## config.mk

```make
export PLATFORM = sky130hd
export DESIGN_NAME = q_fifo_feed_ctrl_flat
export DESIGN_NICKNAME = d
export VERILOG_FILES = /design/src/rtl/q_fifo_feed_ctrl_if.sv /design/src/rtl/q_fifo_feed_ctrl.sv /design/src/flat_wrapper.sv
export SDC_FILE = /design/constraint.sdc
export NUM_CORES = 1
export LEC_CHECK = 0
export ABC_CLOCK_PERIOD_IN_PS = 5800
export BUFFER_PORTS_ARGS = -buffer_cell sky130_fd_sc_hd__buf_2
export CORE_ASPECT_RATIO = 1.2
export CORE_MARGIN = 2
export CORE_UTILIZATION = 55
export DETAILED_ROUTE_END_ITERATION = 16
export PLACE_DENSITY = 0.76
export SLEW_MARGIN = 10
export SYNTH_ARGS = -nofsm -noshare
export SYNTH_HDL_FRONTEND = slang
export SYNTH_SLANG_ARGS = --single-unit
```

## constraint.sdc

```tcl
create_clock -name clk -period 5.8 [get_ports clk]
set_clock_uncertainty 0.1 [all_clocks]
set_input_delay 0.58 -clock clk [delete_from_list [all_inputs] [get_ports clk]]
set_output_delay 0.58 -clock clk [all_outputs]
set_load 0.005 [all_outputs]
```

## src/rtl/q_fifo_feed_ctrl_if.sv

```systemverilog
// Handshake and FIFO-control bundle for q_fifo_feed_ctrl.
//   slave  : the controller side (job control in, upstream word stream in,
//            downstream byte request in; FIFO controls, status out).
//   master : the side that drives the controller (job issuer, upstream
//            producer, downstream consumer, and the FIFO itself).
// Signals:
//   start, num_words                       job request
//   in_valid, in_data, in_ready            upstream 32-bit word stream
//   out_ready, out_valid                   downstream byte request / valid
//   fifo_clr, fifo_write_en,
//   fifo_write_data, fifo_read_en          packing FIFO controls
//   busy, done                             job status
interface q_fifo_feed_ctrl_if #(
   parameter int CNT_W = 16
);
   logic             start;
   logic [CNT_W-1:0] num_words;
   logic             in_valid;
   logic [31:0]      in_data;
   logic             in_ready;
   logic             out_ready;
   logic             out_valid;
   logic             fifo_clr;
   logic             fifo_write_en;
   logic [31:0]      fifo_write_data;
   logic             fifo_read_en;
   logic             busy;
   logic             done;

   modport slave (
      input  start, num_words, in_valid, in_data, out_ready,
      output in_ready, out_valid, fifo_clr, fifo_write_en, fifo_write_data,
             fifo_read_en, busy, done
   );

   modport master (
      output start, num_words, in_valid, in_data, out_ready,
      input  in_ready, out_valid, fifo_clr, fifo_write_en, fifo_write_data,
             fifo_read_en, busy, done
   );
endinterface

```

## src/rtl/q_fifo_feed_ctrl.sv

```systemverilog
// Sequencer for the Q-projection input packing FIFO.
// Each FIFO write stores one 32-bit word as four bytes plus (GROUP-4) zero
// pad slots; each FIFO read pops one byte. The controller runs one job of
// num_words words: it admits an upstream word only when GROUP slots are free,
// pops bytes whenever the consumer asks and data is present, and pulses done
// once all GROUP*num_words bytes have been presented.
// The FIFO's own full/empty flags are not used: occupancy is mirrored in occ.
// Ports:
//   clk    rising-edge clock
//   rst_n  asynchronous active-low reset
//   bus    q_fifo_feed_ctrl_if.slave (job control, word stream, byte
//          stream, FIFO controls, busy/done)
module q_fifo_feed_ctrl #(
   parameter int DATA_WIDTH = 8,
   parameter int DEPTH      = 14,
   parameter int GROUP      = 7,
   parameter int CNT_W      = 16
) (
   input  logic              clk,
   input  logic              rst_n,
   q_fifo_feed_ctrl_if.slave bus
);

   localparam int OCC_W  = $clog2(DEPTH) + 1;
   localparam int BYTE_W = CNT_W + 3;

   localparam logic [OCC_W-1:0] OCC_WR    = OCC_W'(GROUP);
   localparam logic [OCC_W-1:0] OCC_WR_RD = OCC_W'(GROUP - 1);
   localparam logic [OCC_W-1:0] OCC_ONE   = OCC_W'(1);
   // A new word fits only while occ leaves room for a whole group.
   localparam logic [OCC_W-1:0] OCC_ADMIT = OCC_W'(DEPTH - GROUP);

   // A group must hold every byte of a word, and fit in the FIFO at all.
   if ((GROUP < (32 / DATA_WIDTH)) || (GROUP > DEPTH)) begin : g_bad_cfg
      $error("q_fifo_feed_ctrl: GROUP must cover one word and fit in DEPTH");
   end

   typedef enum logic [2:0] {
      S_IDLE,
      S_CLR,
      S_RUN,
      S_DRAIN,
      S_FIN
   } state_t;

   state_t             state, state_nxt;
   logic [CNT_W-1:0]   num_words_q;
   logic [CNT_W-1:0]   words_wr;
   logic [BYTE_W-1:0]  total_bytes_q;
   logic [BYTE_W-1:0]  bytes_rd;
   logic [OCC_W-1:0]   occ;
   logic               rst_clr_q;
   logic               rd_vld_q;

   logic               in_ready;
   logic               wr;
   logic               rd;
   logic               busy_c;
   logic               done_c;
   logic               clr_c;

   // ------------------------------------------------------------------
   // Handshake decode (combinational from registered state + inputs)
   // ------------------------------------------------------------------
   assign in_ready = (state == S_RUN) && (occ <= OCC_ADMIT) &&
                     (words_wr < num_words_q);
   assign wr       = bus.in_valid && in_ready;
   // occ is the registered value, so a same-cycle write can never make an
   // empty FIFO look readable.
   assign rd       = bus.out_ready && (occ != '0) &&
                     ((state == S_RUN) || (state == S_DRAIN)) &&
                     (bytes_rd < total_bytes_q);

   // ------------------------------------------------------------------
   // FSM
   // ------------------------------------------------------------------
   always_ff @(posedge clk or negedge rst_n) begin
      if (!rst_n) begin
         state <= S_IDLE;
      end else begin
         state <= state_nxt;
      end
   end

   always_comb begin
      state_nxt = state;
      busy_c    = 1'b1;
      done_c    = 1'b0;
      clr_c     = 1'b0;
      case (state)
         S_IDLE: begin
            busy_c = 1'b0;
            if (bus.start) state_nxt = S_CLR;
         end
         S_CLR: begin
            clr_c     = 1'b1;
            state_nxt = (num_words_q == '0) ? S_FIN : S_RUN;
         end
         S_RUN: begin
            // Leave as the last word is taken; reads continue in DRAIN.
            if (wr && ((words_wr + CNT_W'(1)) == num_words_q))
               state_nxt = S_DRAIN;
         end
         S_DRAIN: begin
            // All bytes issued and nothing more in flight: the final
            // out_valid is this cycle, done follows next cycle.
            if ((bytes_rd == total_bytes_q) && !rd) state_nxt = S_FIN;
         end
         S_FIN: begin
            done_c    = 1'b1;
            state_nxt = S_IDLE;
         end
         default: begin
            state_nxt = S_IDLE;
         end
      endcase
   end

   // ------------------------------------------------------------------
   // Job registers, counters, occupancy mirror
   // ------------------------------------------------------------------
   always_ff @(posedge clk or negedge rst_n) begin
      if (!rst_n) begin
         num_words_q   <= '0;
         total_bytes_q <= '0;
         words_wr      <= '0;
         bytes_rd      <= '0;
         occ           <= '0;
         rst_clr_q     <= 1'b1;
         rd_vld_q      <= 1'b0;
      end else begin
         // Keeps fifo_clr high for the first edge after reset release so
         // the FIFO sees its synchronous reset.
         rst_clr_q <= 1'b0;
         // FIFO read_data is registered, so valid trails the read by one.
         rd_vld_q  <= rd;

         if ((state == S_IDLE) && bus.start) begin
            num_words_q   <= bus.num_words;
            total_bytes_q <= BYTE_W'(bus.num_words) * BYTE_W'(GROUP);
         end

         if (state == S_CLR) begin
            occ      <= '0;
            words_wr <= '0;
            bytes_rd <= '0;
         end else begin
            case ({wr, rd})
               2'b10:   occ <= occ + OCC_WR;
               2'b01:   occ <= occ - OCC_ONE;
               2'b11:   occ <= occ + OCC_WR_RD;
               default: occ <= occ;
            endcase
            if (wr) words_wr <= words_wr + CNT_W'(1);
            if (rd) bytes_rd <= bytes_rd + BYTE_W'(1);
         end
      end
   end

   // ------------------------------------------------------------------
   // Outputs
   // ------------------------------------------------------------------
   assign bus.in_ready        = in_ready;
   assign bus.fifo_write_en   = wr;
   assign bus.fifo_write_data = bus.in_data;
   assign bus.fifo_read_en    = rd;
   assign bus.out_valid       = rd_vld_q;
   assign bus.fifo_clr        = rst_clr_q | clr_c;
   assign bus.busy            = busy_c;
   assign bus.done            = done_c;

endmodule

```

## src/flat_wrapper.sv

```systemverilog
// flat-port wrapper written by rule: the top's interface ports become plain ports
module q_fifo_feed_ctrl_flat 
#(
   parameter int DATA_WIDTH = 8,
   parameter int DEPTH      = 14,
   parameter int GROUP      = 7,
   parameter int CNT_W      = 16
)
  (clk, rst_n, bus_start, bus_num_words, bus_in_valid, bus_in_data, bus_out_ready, bus_in_ready, bus_out_valid, bus_fifo_clr, bus_fifo_write_en, bus_fifo_write_data, bus_fifo_read_en, bus_busy, bus_done);
  q_fifo_feed_ctrl_if #(.CNT_W(CNT_W)) bus_i ();
  input  logic clk;
  input  logic rst_n;
  input wire logic [$bits(bus_i.start)-1:0] bus_start;
  input wire logic [$bits(bus_i.num_words)-1:0] bus_num_words;
  input wire logic [$bits(bus_i.in_valid)-1:0] bus_in_valid;
  input wire logic [$bits(bus_i.in_data)-1:0] bus_in_data;
  input wire logic [$bits(bus_i.out_ready)-1:0] bus_out_ready;
  output wire logic [$bits(bus_i.in_ready)-1:0] bus_in_ready;
  output wire logic [$bits(bus_i.out_valid)-1:0] bus_out_valid;
  output wire logic [$bits(bus_i.fifo_clr)-1:0] bus_fifo_clr;
  output wire logic [$bits(bus_i.fifo_write_en)-1:0] bus_fifo_write_en;
  output wire logic [$bits(bus_i.fifo_write_data)-1:0] bus_fifo_write_data;
  output wire logic [$bits(bus_i.fifo_read_en)-1:0] bus_fifo_read_en;
  output wire logic [$bits(bus_i.busy)-1:0] bus_busy;
  output wire logic [$bits(bus_i.done)-1:0] bus_done;
  assign bus_i.start = bus_start;
  assign bus_i.num_words = bus_num_words;
  assign bus_i.in_valid = bus_in_valid;
  assign bus_i.in_data = bus_in_data;
  assign bus_i.out_ready = bus_out_ready;
  assign bus_in_ready = bus_i.in_ready;
  assign bus_out_valid = bus_i.out_valid;
  assign bus_fifo_clr = bus_i.fifo_clr;
  assign bus_fifo_write_en = bus_i.fifo_write_en;
  assign bus_fifo_write_data = bus_i.fifo_write_data;
  assign bus_fifo_read_en = bus_i.fifo_read_en;
  assign bus_busy = bus_i.busy;
  assign bus_done = bus_i.done;
  q_fifo_feed_ctrl #(.DATA_WIDTH(DATA_WIDTH), .DEPTH(DEPTH), .GROUP(GROUP), .CNT_W(CNT_W)) u_core (.clk(clk), .rst_n(rst_n), .bus(bus_i));
endmodule
```

After elaboration in Yosys (flattened, before gate mapping)
Index checks and enable logic that the tools add are counted.
{"block": "totals", "ff_bits": 80, "output_inout_bits": 39}
{"block": "op_classes", "bitwise": 1, "addsub": 5, "reduce_logical": 18, "order_cmp": 3, "n_mux": 14, "n_mul": 1, "eq_ne": 12}
{"operator": "two-way mux 19 bit", "count": 2}
{"operator": "two-way mux 16 bit", "count": 2}
{"operator": "adder 19 x 1 -> 19 bit (second input constant)", "count": 1}
{"operator": "== test 19 bit", "count": 1}
{"operator": "less-than comparator 19 bit", "count": 1}
{"operator": "multiplier 16 x 3 -> 19 bit (second input constant)", "count": 1}
{"operator": "adder 16 x 1 -> 16 bit (second input constant)", "count": 1}
{"operator": "== test 16 bit", "count": 1}
{"operator": "zero test 16 bit", "count": 1}
{"operator": "less-than comparator 16 bit", "count": 1}
{"operator": "case mux 5 bit (3 select lines)", "count": 1}
{"operator": "two-way mux 3 bit", "count": 4}
{"operator": "case mux 3 bit (4 select lines)", "count": 1}
{"operator": "adder 5 x 3 -> 5 bit (second input constant)", "count": 2}
{"operator": "logical AND 1 bit", "count": 9}
{"operator": "== test 3 x 2 -> 1 bit (second input constant)", "count": 2}
{"operator": "!= test 2 bit (second input constant)", "count": 3}
{"operator": "less-or-equal comparator 5 x 3 -> 1 bit (second input constant)", "count": 1}
{"operator": "two-way mux 5 bit", "count": 1}
{"operator": "nonzero test 5 bit", "count": 1}
{"operator": "subtractor 5 x 1 -> 5 bit (second input constant)", "count": 1}
{"operator": "== test 2 bit (second input constant)", "count": 2}
{"operator": "nonzero test 2 bit", "count": 2}
{"operator": "nonzero test 4 bit", "count": 1}
{"operator": "9 further kinds", "count": 11}

Longest topological paths before layout
Gate-level depths: netlist (run 1).
{"block": "logic_depth", "ltp_word": 8, "mapped_depth": 15, "depth_no_buf": 14}

Least setup slack after synthesis (run 1)
Ideal clock, no wire load.
{"block": "synth_timing", "path_kind": "input port to flip-flop", "from": "in bus_num_words[4]", "to": "reg u_core.total_bytes_q[17]", "setup_time_ps": 95, "t_required_ps": 5605, "slack_ps": 2477, "path_buffers": 0, "cell_stages": 9, "arrival_ps": 3128, "cell_sequence": "fa_1 ha_1 and3_1 a221o_1 a221o_1 o31a_1 o2111a_1 o21a_1 o31ai_1"}
{"block": "synth_via", "elab_chain_len": 1}
{"item": "start, declared", "line": "flat_wrapper.sv:14", "text": "input wire logic [$bits(bus_i.num_words)-1:0] bus_num_words;"}
{"item": "multiplier 16 x 3 -> 19 bit", "line": "q_fifo_feed_ctrl.sv:140", "text": "total_bytes_q <= BYTE_W'(bus.num_words) * BYTE_W'(GROUP);"}
{"item": "end signal, assigned", "line": "q_fifo_feed_ctrl.sv:140"}
{"item": "end, declared", "line": "q_fifo_feed_ctrl.sv:49", "text": "logic [BYTE_W-1:0] total_bytes_q;"}
No other way between the ends.
A chain may end at the register's enable or synchronous reset.

Worst setup path after layout (run 1)
{"block": "layout_timing", "from": "reg u_core.occ[0]", "to": "reg u_core.occ[4]"}
{"block": "layout_via", "elab_chain_len": 7, "elab_cells_between_ends": 17, "classes_between": "add/sub: 3; order compare: 1; eq/ne: 3; mux: 2; reduce/logical: 8"}
{"item": "start, declared", "line": "q_fifo_feed_ctrl.sv:51", "text": "logic [OCC_W-1:0] occ;"}
{"item": "start signal, assigned", "line": "q_fifo_feed_ctrl.sv:149", "text": "2'b10: occ <= occ + OCC_WR;"}
{"item": "start signal, assigned", "line": "q_fifo_feed_ctrl.sv:150", "text": "2'b01: occ <= occ - OCC_ONE;"}
{"item": "start signal, assigned", "line": "q_fifo_feed_ctrl.sv:151", "text": "2'b11: occ <= occ + OCC_WR_RD;"}
{"item": "less-or-equal comparator 5 x 3 -> 1 bit or nonzero test 5 bit (tied branches)", "line": "q_fifo_feed_ctrl.sv:65, q_fifo_feed_ctrl.sv:70"}
{"item": "logical AND 1 bit, on equally long branches (2 in a row)", "line": "q_fifo_feed_ctrl.sv:65, q_fifo_feed_ctrl.sv:70"}
{"item": "logical AND 1 bit, on equally long branches", "line": "q_fifo_feed_ctrl.sv:67, q_fifo_feed_ctrl.sv:71"}
{"item": "== test 2 bit or == test 2 x 1 -> 1 bit (tied branches)", "line": "q_fifo_feed_ctrl.sv:148", "text": "case ({wr, rd})"}
{"item": "case mux 5 bit (3 select lines)", "line": "q_fifo_feed_ctrl.sv:148"}
{"item": "two-way mux 5 bit", "line": "q_fifo_feed_ctrl.sv:143", "text": "if (state == S_CLR) begin"}
Several ways; a longest one is shown, not always the timed one.

==> out/metrics.cfg, run 1 <==
[run_status]
status = finished clean

[power_and_ir_drop]
power.total_mw = 2.73
p_leak_nw = 3.13
power.density_mw_per_mm2 = 409
vdd_drop_max_uv = 192

[timing]
max_freq_mhz = 267
hold_violations = 0
worst_pin_slew_ps = 820
rsz0062_at_grt = no
maxSlewViolCount = 0
timing.slew.headroom = 0.452
period_share = 0.645
period_minus_slack_ps = 3740
tns_ps = 0
setup_viol = 0

[floorplanning]
core_mm2 = 0.0114
rows = 43
io-pin-count = 92
die-area_mm2 = 0.0124
start_util = 0.557
die_h_um = 122
dieWidth_um = 102

[layout]
final_nets = 834
n_fill_cell = 1027
diodes = 0
drive_above_1_share = 0.0850
area_delta_synth_final_pct = 4.94
finalNonFillerCells = 863

[placement]
hpwlAfterDp_mm = 11.4
dp.cells = 847
io_buffers = 27
finalWeightedCongestion = 0.922

[detailed_routing]
dr.pass1.iters = 5
via_count = 5200
drt_iter0_drc = 322
viasPerCell = 6.03
antenna_left = 0
wirelength_mm = 14.9
wl_per_cell_um = 17.2
drc = 0

[cts]
cts_buffers = 9
post_cts_buffers = 0
ctsHoldBuffers = 0
insertion_delay_ps = 360
clock_path_buffers = 2
cts.clk_slew.worst_paths_ps = 60
cts_sinks = 79
htreeDepth = 3
clockRootBuffer = clkbuf_16
cts_tree = done
cts_resized = 0

[grt]
grt_remaining_overflow = 0
met3_usage = 0.0430
antenna_found_initial = 0
grt_pass1_vias = 5016
track_usage = 0.254
grt.busiest_layer = met2
grtUsageMet2 = 0.421
gr-usage-met1 = 0.320
grt_max_degree = 57
grt_pass1_wl_mm = 24.4

[worst_setup_path]
cpMostUsedCell = ha_1
slowest_stage = nand3_1
cp.required_ps = 5940
cpPeakStageDelay_ps = 470
rrSetupSlack_ps = 2060
path_buf_inv = 2
worstPathCellList = inv_1 > ha_1 > nor4b_1 > nor4b_1 > o311a_1 > nand3_1 > inv_1 > ha_1 > ha_1 > a21oi_1 > xnor2_1 > a221oi_1 > nor2_1
worstSetupEndpointType = flop
critPathMaxFanout = 16
r2r-start = u_core.occ[0]$_DFFE_PN0P_
arrival_ps = 3880
reg2regPathDepth = 13
startpoint_type = flop
critPathKind = flop to flop
crit_family = simple AND/OR/NAND/NOR gates
worst_r2r_endpoint = u_core.occ[4]$_DFFE_PN0P_

[synthesis]
ys_seq_area_frac = 0.311
avgSynthCellArea_um2 = 8.90
yosysTopAreaCell = dfrtp_1
synth.yosys.warnings = 0
synth-edff-count = 0
ys_top_cells_by_count = dfrtp_1 (78), nand2_1 (75), ha_1 (64), o21ai_0 (55), inv_1 (54)
synth.net_count = 847
yosys.area.top_type_share = 0.307
async_flop_share = 1.00
synth.most_common_cell = dfrtp_1
syn_area_mm2 = 0.00635
synth_seq_cells = 79
synth-main-ff-cell = dfrtp_1
synthTopCellsByArea = dfrtp_1 (31%), ha_1 (13%), fa_1 (5.0%)
synthDistinctLibCells = 64
syn_inst = 714

[hold_path]
min-delay-path-class = input port to async pin

[run]
max_cap_violations = 0

## metal layers
metal | vias up | share of wire
met5 | - | 0
met4 | 0 | 0.029
met3 | 34 | 0.051
met2 | 151 | 0.51
met1 | 2531 | 0.41
li1 | 2484 | -
## report_power, final
group          internal (mW)  switching, mW  total (mW)
combinational          0.495          0.742        1.24
sequential             0.723          0.178       0.901
clock                  0.336          0.252       0.588
## kinds of logic (layout without fill, tap and decap cells)
logic type | count (synthesis) | after routing | share of synthesized area
xor+xnor | 30 | 30 | 0.0414
buf+inv | 109 | 101 | 0.0861
simple gates | 242 | 242 | 0.196
fa+ha+maj | 80 | 80 | 0.176
mux | 9 | 9 | 0.0146
compound gates | 164 | 164 | 0.174
other cells | 1 | 1 | 0.000590
flops | 79 | 79 | 0.311
## layout by cell type (no fill, tap or decap), types with 10 or more instances in the layout
master / instances
a21o_1: 10
a21oi_1: 26
and3_1: 16
buf_2: 26
dfrtp_1: 78
fa_1: 16
ha_1: 64
inv_1: 54
nand2_1: 75
nand2b_1: 13
nand3_1: 17
nand4_1: 14
nor2_1: 37
nor2b_1: 11
nor3_1: 15
o21ai_0: 55
or3_1: 10
xnor2_1: 20
xor2_1: 10
## worst register-to-register path, stage by stage, from the launching register on
cell and delay (ps):
dfrtp_1 450, inv_1 100, ha_1 200, nor4b_1 140, nor4b_1 390, o311a_1 320, nand3_1 470, inv_1 370
ha_1 240, ha_1 270, a21oi_1 170, xnor2_1 110, a221oi_1 240, nor2_1 60
## flip-flops by register name (all words and copies together) (netlist names)
name / cells
u_core.bytes_rd: 19
u_core.total_bytes_q: 19
u_core.words_wr: 16
u_core.num_words_q: 15
u_core.occ: 5
u_core.state: 3
u_core.bus.out_valid: 1
u_core.rst_clr_q: 1
## worst max path at each step
stage                         startpoint                              endpoint  slack (ps)  cells past startpoint
2_1_floorplan           bus_num_words[4]  u_core.total_bytes_q[17]$_DFFE_PN0P_        2480                      9
3_3_place_gp   u_core.occ[0]$_DFFE_PN0P_             u_core.occ[4]$_DFFE_PN0P_        2110                     13
3_5_place_dp   u_core.occ[0]$_DFFE_PN0P_             u_core.occ[4]$_DFFE_PN0P_        2060                     13
4_1_cts        u_core.occ[0]$_DFFE_PN0P_             u_core.occ[4]$_DFFE_PN0P_        2050                     13
5_1_grt        u_core.occ[0]$_DFFE_PN0P_             u_core.occ[4]$_DFFE_PN0P_        1670                     13
6_report       u_core.occ[0]$_DFFE_PN0P_             u_core.occ[4]$_DFFE_PN0P_        2060                     13
## cell type report
type | count | area [um^2] | share of cell area
Clock buffer | 10 | 229 | 0.0343
Tap cell | 157 | 196 | 0.0295
Sequential cell | 79 | 1980 | 0.297
Clock inverter | 6 | 68.8 | 0.0103
Timing Repair Buffer | 30 | 160 | 0.0240
Multi-Input combinational cell | 526 | 3830 | 0.574
Inverter | 55 | 206 | 0.0310
## stage by stage
stage          instance area (um^2)  worst slack, ps  utilization  hold slack [ps]
5_1_grt                        6670             1670        0.584             37.8
6_report                       6670             2060        0.584             17.9
3_3_place_gp                   6370             2110        0.558              365
3_5_place_dp                   6370             2060        0.558              370
2_1_floorplan                  6350             2480            -              184
4_1_cts                        6670             2050        0.584             25.2
Note: power is estimated with default switching activity, not from simulation.
==> run 2: changes to the inputs <==
ABC_CLOCK_PERIOD_IN_PS = 3350   (was 5800)
CORE_UTILIZATION = 53   (was 55)
PLACE_DENSITY = 0.77   (was 0.76)
clock period = 3.35 ns   (was 5.8 ns; I/O delays follow)
==> out/metrics.cfg, run 2 (same netlist as run 1, synthesis figures left out) <==
[worst_setup_path]
startpoint_type = flop
r2r-start = u_core.occ[1]$_DFFE_PN0P_
reg2regPathDepth = 13  ; unchanged
critPathKind = flop to flop
cp.required_ps = 3480  ; -2460 ps
worstSetupEndpointType = flop
worst_r2r_endpoint = u_core.occ[4]$_DFFE_PN0P_
arrival_ps = 3290  ; -590 ps
critPathMaxFanout = 6  ; -10
rrSetupSlack_ps = 180  ; -1870 ps

[timing]
maxSlewViolCount = 0  ; unchanged
whs_ps = 60.5  ; +42.6 ps
worst_pin_slew_ps = 1020  ; +205 ps
setup_viol = 0  ; unchanged
hold_violations = 0  ; unchanged
period_share = 0.945  ; +0.300
max_freq_mhz = 316  ; +18%
period_minus_slack_ps = 3170  ; -576 ps
timing.slew.headroom = 0.317  ; -0.135
rsz0062_at_grt = no

[grt]
grt_remaining_overflow = 0  ; unchanged
track_usage = 0.248  ; -0.00566
antenna_found_initial = 1  ; +1
grt_pass1_wl_mm = 25.2  ; +2.9%
grt_max_degree = 80  ; +40%
grt_pass1_vias = 5193  ; +3.5%

[floorplanning]
dieWidth_um = 104  ; +1.8%
start_util = 0.547  ; -0.0103
die-area_mm2 = 0.0129  ; +3.6%
die_h_um = 124  ; +1.8%
core_mm2 = 0.0116  ; +1.9%
io-pin-count = 92  ; unchanged
rows = 43  ; unchanged

[power_and_ir_drop]
p_leak_nw = 3.17  ; +1.4%
power.density_mw_per_mm2 = 698  ; +71%
vdd_drop_max_uv = 333  ; +73%
power.total_mw = 4.71  ; +73%

[cts]
cts_buffers = 9  ; unchanged
htreeDepth = 3  ; unchanged
insertion_delay_ps = 350  ; about the same
clock_path_buffers = 2  ; unchanged
cts.clk_slew.worst_paths_ps = 60  ; about the same
cts_sinks = 79  ; unchanged
clockRootBuffer = clkbuf_16
cts_tree = done

[layout]
area_delta_synth_final_pct = 6.24
drive_above_1_share = 0.103  ; +0.0179
layout_common_cells = dfrtp_1 (78), nand2_1 (75), ha_1 (64)
reg_top3 = u_core.bytes_rd: 19 flops, u_core.total_bytes_q: 19 flops, u_core.words_wr: 16 flops
layout_commonest_cell = dfrtp_1
final_nets = 847  ; +1.6%
n_fill_cell = 1053  ; +2.5%
fin_util = 0.581  ; -0.00372

[placement]
hpwlAfterDp_mm = 11.6  ; +1.8%
io_buffers = 27  ; unchanged
finalWeightedCongestion = 0.936  ; +1.5%

[detailed_routing]
viasPerCell = 5.95  ; -1.3%
wl_per_cell_um = 17.3  ; +0.74%
via_count = 5214  ; +0.27%
dr.pass1.iters = 5  ; unchanged
drt_iter0_drc = 244  ; -24%
drc = 0  ; unchanged
wirelength_mm = 15.2  ; +2.4%
antenna_left = 0  ; unchanged

[run]
max_cap_violations = 0  ; unchanged

[run_status]
status = finished clean

[hold_path]
min-delay-path-class = input port to async pin

run 2: cell types whose count changed in the layout (fill, tap and decap cells not counted), sizes merged:
cell	previous run	this run
diode	0	1
clkinv	3	2
clkinvlp	1	2
inv	56	57
bufinv	1	0
buf	30	43
run 2: power breakdown:
| group | switching (mW) | leakage, nW | internal (mW) |
|---|---|---|---|
| combinational | 1.33 | 2.02 | 0.911 |
| sequential | 0.290 | 1.03 | 1.25 |
| clock | 0.417 | 0.129 | 0.507 |
| total | 2.04 | 3.17 | 2.67 |
run 2: stage by stage:
stage,std cells,setup WS [ps],area [um^2],TNS [ps]
after floorplan,714,164,6350,0
after global routing,876,30.9,6750,0
after detailed placement,860,-8.60,6470,-8.60
after global placement,860,25.8,6470,0
after CTS,876,169,6740,0
final,877,184,6750,0
run 2: layout make-up:
type	count	area [um^2]	area share
well taps	157	196	0.0291
repair buffers	43	258	0.0382
diodes	1	2.50	0.000371
multi-input cells	526	3830	0.568
clock inverters	6	46.3	0.00686
inverters	55	206	0.0306
flip-flops and latches	79	1980	0.293
clock buffers	10	229	0.0339
run 2: metal layers:
metal,global-route usage,vias up,part of all wire
met3,0.0539,47,0.047
met1,0.292,2491,0.41
li1,-,2517,-
met5,0,-,0.00072
met4,0.122,2,0.036
met2,0.433,157,0.50
run 2: worst max-delay path by stage:
stage	from	end	depth (start not counted)
floorplan	u_core.bytes_rd[8]$_DFFE_PN0P_	u_core.occ[4]$_DFFE_PN0P_	14
global placement	bus_num_words[4]	u_core.total_bytes_q[17]$_DFFE_PN0P_	10
detailed placement	bus_num_words[4]	u_core.total_bytes_q[17]$_DFFE_PN0P_	10
CTS	u_core.bytes_rd[4]$_DFFE_PN0P_	u_core.occ[4]$_DFFE_PN0P_	13
global route	u_core.occ[1]$_DFFE_PN0P_	u_core.occ[4]$_DFFE_PN0P_	13
finish	u_core.occ[1]$_DFFE_PN0P_	u_core.occ[4]$_DFFE_PN0P_	13
run 2: worst max-delay path: stages (launching register included):
cell and delay [ps]:
dfrtp_1 420, inv_1 190, ha_1 180, nor4b_1 480
nor4b_1 110, o311a_1 180, nand3_1 130, inv_1 110
ha_1 250, ha_1 310, a21oi_1 170, xnor2_1 90
a221oi_1 260, nor2_1 80
run 2: timing repair:
| action | CTS | global route |
|---|---|---|
| hold buffers | 0 | 0 |
| gates resized for setup | 0 | 1 |
| setup endpoints to repair | 0 | 1 |
| buffers inserted | 0 | 0 |
==> run 3: changes to the inputs <==
ABC_AREA = 1   (was default)
ABC_CLOCK_PERIOD_IN_PS = 3250   (was 3350)
CORE_UTILIZATION = 55   (was 53)
PLACE_DENSITY = 0.76   (was 0.77)
clock period = 3.25 ns   (was 3.35 ns; I/O delays follow)
==> out/metrics.cfg, run 3 <==
[run_status]
status = finished with violations
violations = negative hold slack

[synthesis]
yosys.area_share.simple = 0.264  ; +0.0681
async_flop_share = 1.00  ; unchanged
synth-adder-area-share = 0.171  ; -0.00516
ys_top_cells_by_count = nand2_1 (199), inv_1 (114), dfrtp_1 (78), nand3_1 (65), ha_1 (64)
synth-edff-count = 0  ; unchanged
synthTopCellsByArea = dfrtp_1 (30%), ha_1 (12%), nand2_1 (11%)
synthDistinctLibCells = 44  ; -31%
synth.net_count = 1005  ; +19%
yosysTopAreaCell = dfrtp_1
synth_seq_cells = 79  ; unchanged
synth_compound_area_frac = 0.115  ; -0.0582
synth.most_common_cell = nand2_1
yosys.area.top_type_share = 0.298  ; -0.00899
synth.yosys.warnings = 0  ; unchanged
synth_xor_area_frac = 0.0304  ; -0.0110
avgSynthCellArea_um2 = 7.50  ; -16%
synth_top_family_by_area = simple AND/OR/NAND/NOR gates
syn_area_mm2 = 0.00654  ; +3.0%
synthMuxAreaShare = 0  ; -0.0146
ys_seq_area_frac = 0.302  ; -0.00911
syn_inst = 872  ; +22%
synth-main-ff-cell = dfrtp_1

[detailed_routing]
antenna_left = 0  ; unchanged
wl_per_cell_um = 14.6  ; -16%
drt_iter0_drc = 343  ; +41%
viasPerCell = 5.42  ; -8.9%
via_count = 5597  ; +7.3%
dr.pass1.iters = 5  ; unchanged
drc = 0  ; unchanged
wirelength_mm = 15.0  ; -1.2%

[cts]
cts_sinks = 79  ; unchanged
cts_tree = done
insertion_delay_ps = 340  ; about the same
clock_path_buffers = 2  ; unchanged
htreeDepth = 3  ; unchanged
ctsHoldBuffers = 0  ; unchanged
cts.clk_slew.worst_paths_ps = 60  ; about the same
clockRootBuffer = clkbuf_16
cts_resized = 0  ; unchanged
post_cts_buffers = 0  ; unchanged
cts_buffers = 9  ; unchanged

[run]
max_cap_violations = 0  ; unchanged

[hold_path]
min-delay-path-class = input port to async pin

[worst_setup_path]
critPathKind = flop to flop
critPathLaunch = u_core.num_words_q[14]$_DFFE_PN0P_
arrival_ps = 3030  ; -260 ps
rrSetupSlack_ps = 360  ; +180 ps
crit_family = adder cells
reg2regPathDepth = 16  ; +3
r2r-start = u_core.num_words_q[14]$_DFFE_PN0P_
worstPathCellList = inv_1 > ha_1 > a21oi_1 > nand2_1 > nand2_1 > nand4_1 > nor2_1 > nand2_1 > nor2_4 > inv_2 > ha_1 > ha_1 > a21oi_1 > xnor2_1 > nor2_1 > o32ai_1
cpPeakStageDelay_ps = 370  ; -110 ps
worstSetupEndpointType = flop
worst_r2r_endpoint = u_core.occ[4]$_DFFE_PN0P_
startpoint_type = flop
path_buf_inv = 2  ; unchanged
critPathMaxFanout = 8  ; +2
slowest_stage = dfrtp_1
cp.required_ps = 3390  ; -90 ps

[layout]
area_delta_synth_final_pct = 5.72
diodes = 0  ; -1
fin_util = 0.598  ; +0.0173
reg_top3 = u_core.bytes_rd: 19 flops, u_core.total_bytes_q: 19 flops, u_core.words_wr: 16 flops
layout_common_cells = nand2_1 (199), inv_1 (114), dfrtp_1 (78)
final_area_mm2 = 0.00692  ; +2.5%
final_nets = 1004  ; +19%
drive_above_1_share = 0.0879  ; -0.0150
layout_commonest_cell = nand2_1

[placement]
hpwlAfterDp_mm = 11.5  ; -0.74%
placed_area_mm2 = 0.00663  ; +2.5%
io_buffers = 27  ; unchanged
dp_worst_setup_slack_ps = 355  ; +364 ps
finalWeightedCongestion = 0.880  ; -6.0%

[grt]
track_usage = 0.246  ; -0.00239
grt_pass1_wl_mm = 25.1  ; -0.33%
grt_max_degree = 66  ; -18%
antenna_found_initial = 0  ; -1
grt_pass1_vias = 5303  ; +2.1%
grt_remaining_overflow = 0  ; unchanged

[timing]
postLayoutSetupSlackWorst_ps = 359  ; +175 ps
worst_pin_slew_ps = 837  ; -188 ps
setup_viol = 0  ; unchanged
max_freq_mhz = 346  ; +9.5%
hold_violations = 20  ; +20
whs_ps = -29.1  ; -89.7 ps
period_minus_slack_ps = 2890  ; -275 ps
timing.slew.headroom = 0.442  ; +0.125
rsz0062_at_grt = no
maxSlewViolCount = 0  ; unchanged
period_share = 0.889  ; -0.0555
tns_ps = 0  ; unchanged

[floorplanning]
die_h_um = 123  ; -0.35%
io-pin-count = 92  ; unchanged
core_mm2 = 0.0116  ; -0.46%
dieWidth_um = 104  ; -0.35%
start_util = 0.566  ; +0.0191
die-area_mm2 = 0.0128  ; -0.70%
rows = 43  ; unchanged

[power_and_ir_drop]
vdd_drop_max_uv = 275  ; -17%
power.total_mw = 4.64  ; -1.5%
p_leak_nw = 3.44  ; +8.4%
power.density_mw_per_mm2 = 670  ; -3.9%

-- run 3: worst register-to-register path, stage by stage, from the launching register on --
cell     delay, ps
dfrtp_1        370
inv_1          120
ha_1           270
a21oi_1        170
nand2_1         60
nand2_1         50
nand4_1        100
nor2_1         100
nand2_1        110
nor2_4         110
inv_2          110
ha_1           230
ha_1           310
a21oi_1        180
xnor2_1        140
nor2_1          60
o32ai_1        210
-- run 3: metrics by stage --
stage	hold WS [ps]	std cells
floorplan	-70.6	872
detailed placement	373	1017
global placement	368	1017
finish	-29.1	1033
CTS	29.2	1033
global route	49.0	1033
-- run 3: how the worst max path moves through the flow --
stage                                      endpoint  slack, ps  depth (start not counted)
4_1_cts                   u_core.occ[4]$_DFFE_PN0P_        350                         16
6_report                  u_core.occ[4]$_DFFE_PN0P_        360                         16
3_5_place_dp   u_core.total_bytes_q[12]$_DFFE_PN0P_        360                         13
5_1_grt                   u_core.occ[4]$_DFFE_PN0P_        170                         17
2_1_floorplan             u_core.occ[4]$_DFFE_PN0P_        590                         15
3_3_place_gp              u_core.occ[4]$_DFFE_PN0P_        430                         16
-- run 3: logic make-up (layout without fill, tap and decap cells) --
kind of cell,Yosys count,in the layout
AND/OR/NAND/NOR,387,387
buffers and inverters,167,171
AO/OA/AOI/OAI,137,137
adder cells (fa/ha/maj),80,80
flip-flops,79,79
XOR/XNOR,21,21
other,1,1
-- run 3: power by group --
part	total [mW]	switching, mW	internal (mW)
clock	1.00	0.392	0.612
combinational	2.19	1.43	0.759
sequential	1.44	0.172	1.27
total	4.64	2.00	2.64
-- run 3: layer usage --
metal  vias to the layer above  GRT usage  part of all wire
met5                         -          0                 0
met4                         0     0.0997             0.022
met3                        31     0.0395             0.046
met2                       143      0.442              0.50
met1                      2590      0.296              0.43
li1                       2833          -                 -
-- run 3: layout make-up --
cell class / count / area [um^2]
fillers: 1078 / 4650
multi-input cells: 626 / 3810
flip-flops and latches: 79 / 1980
inverters: 122 / 458
clock buffers: 12 / 246
well taps: 157 / 196
repair buffers: 33 / 183
clock inverters: 4 / 45.0
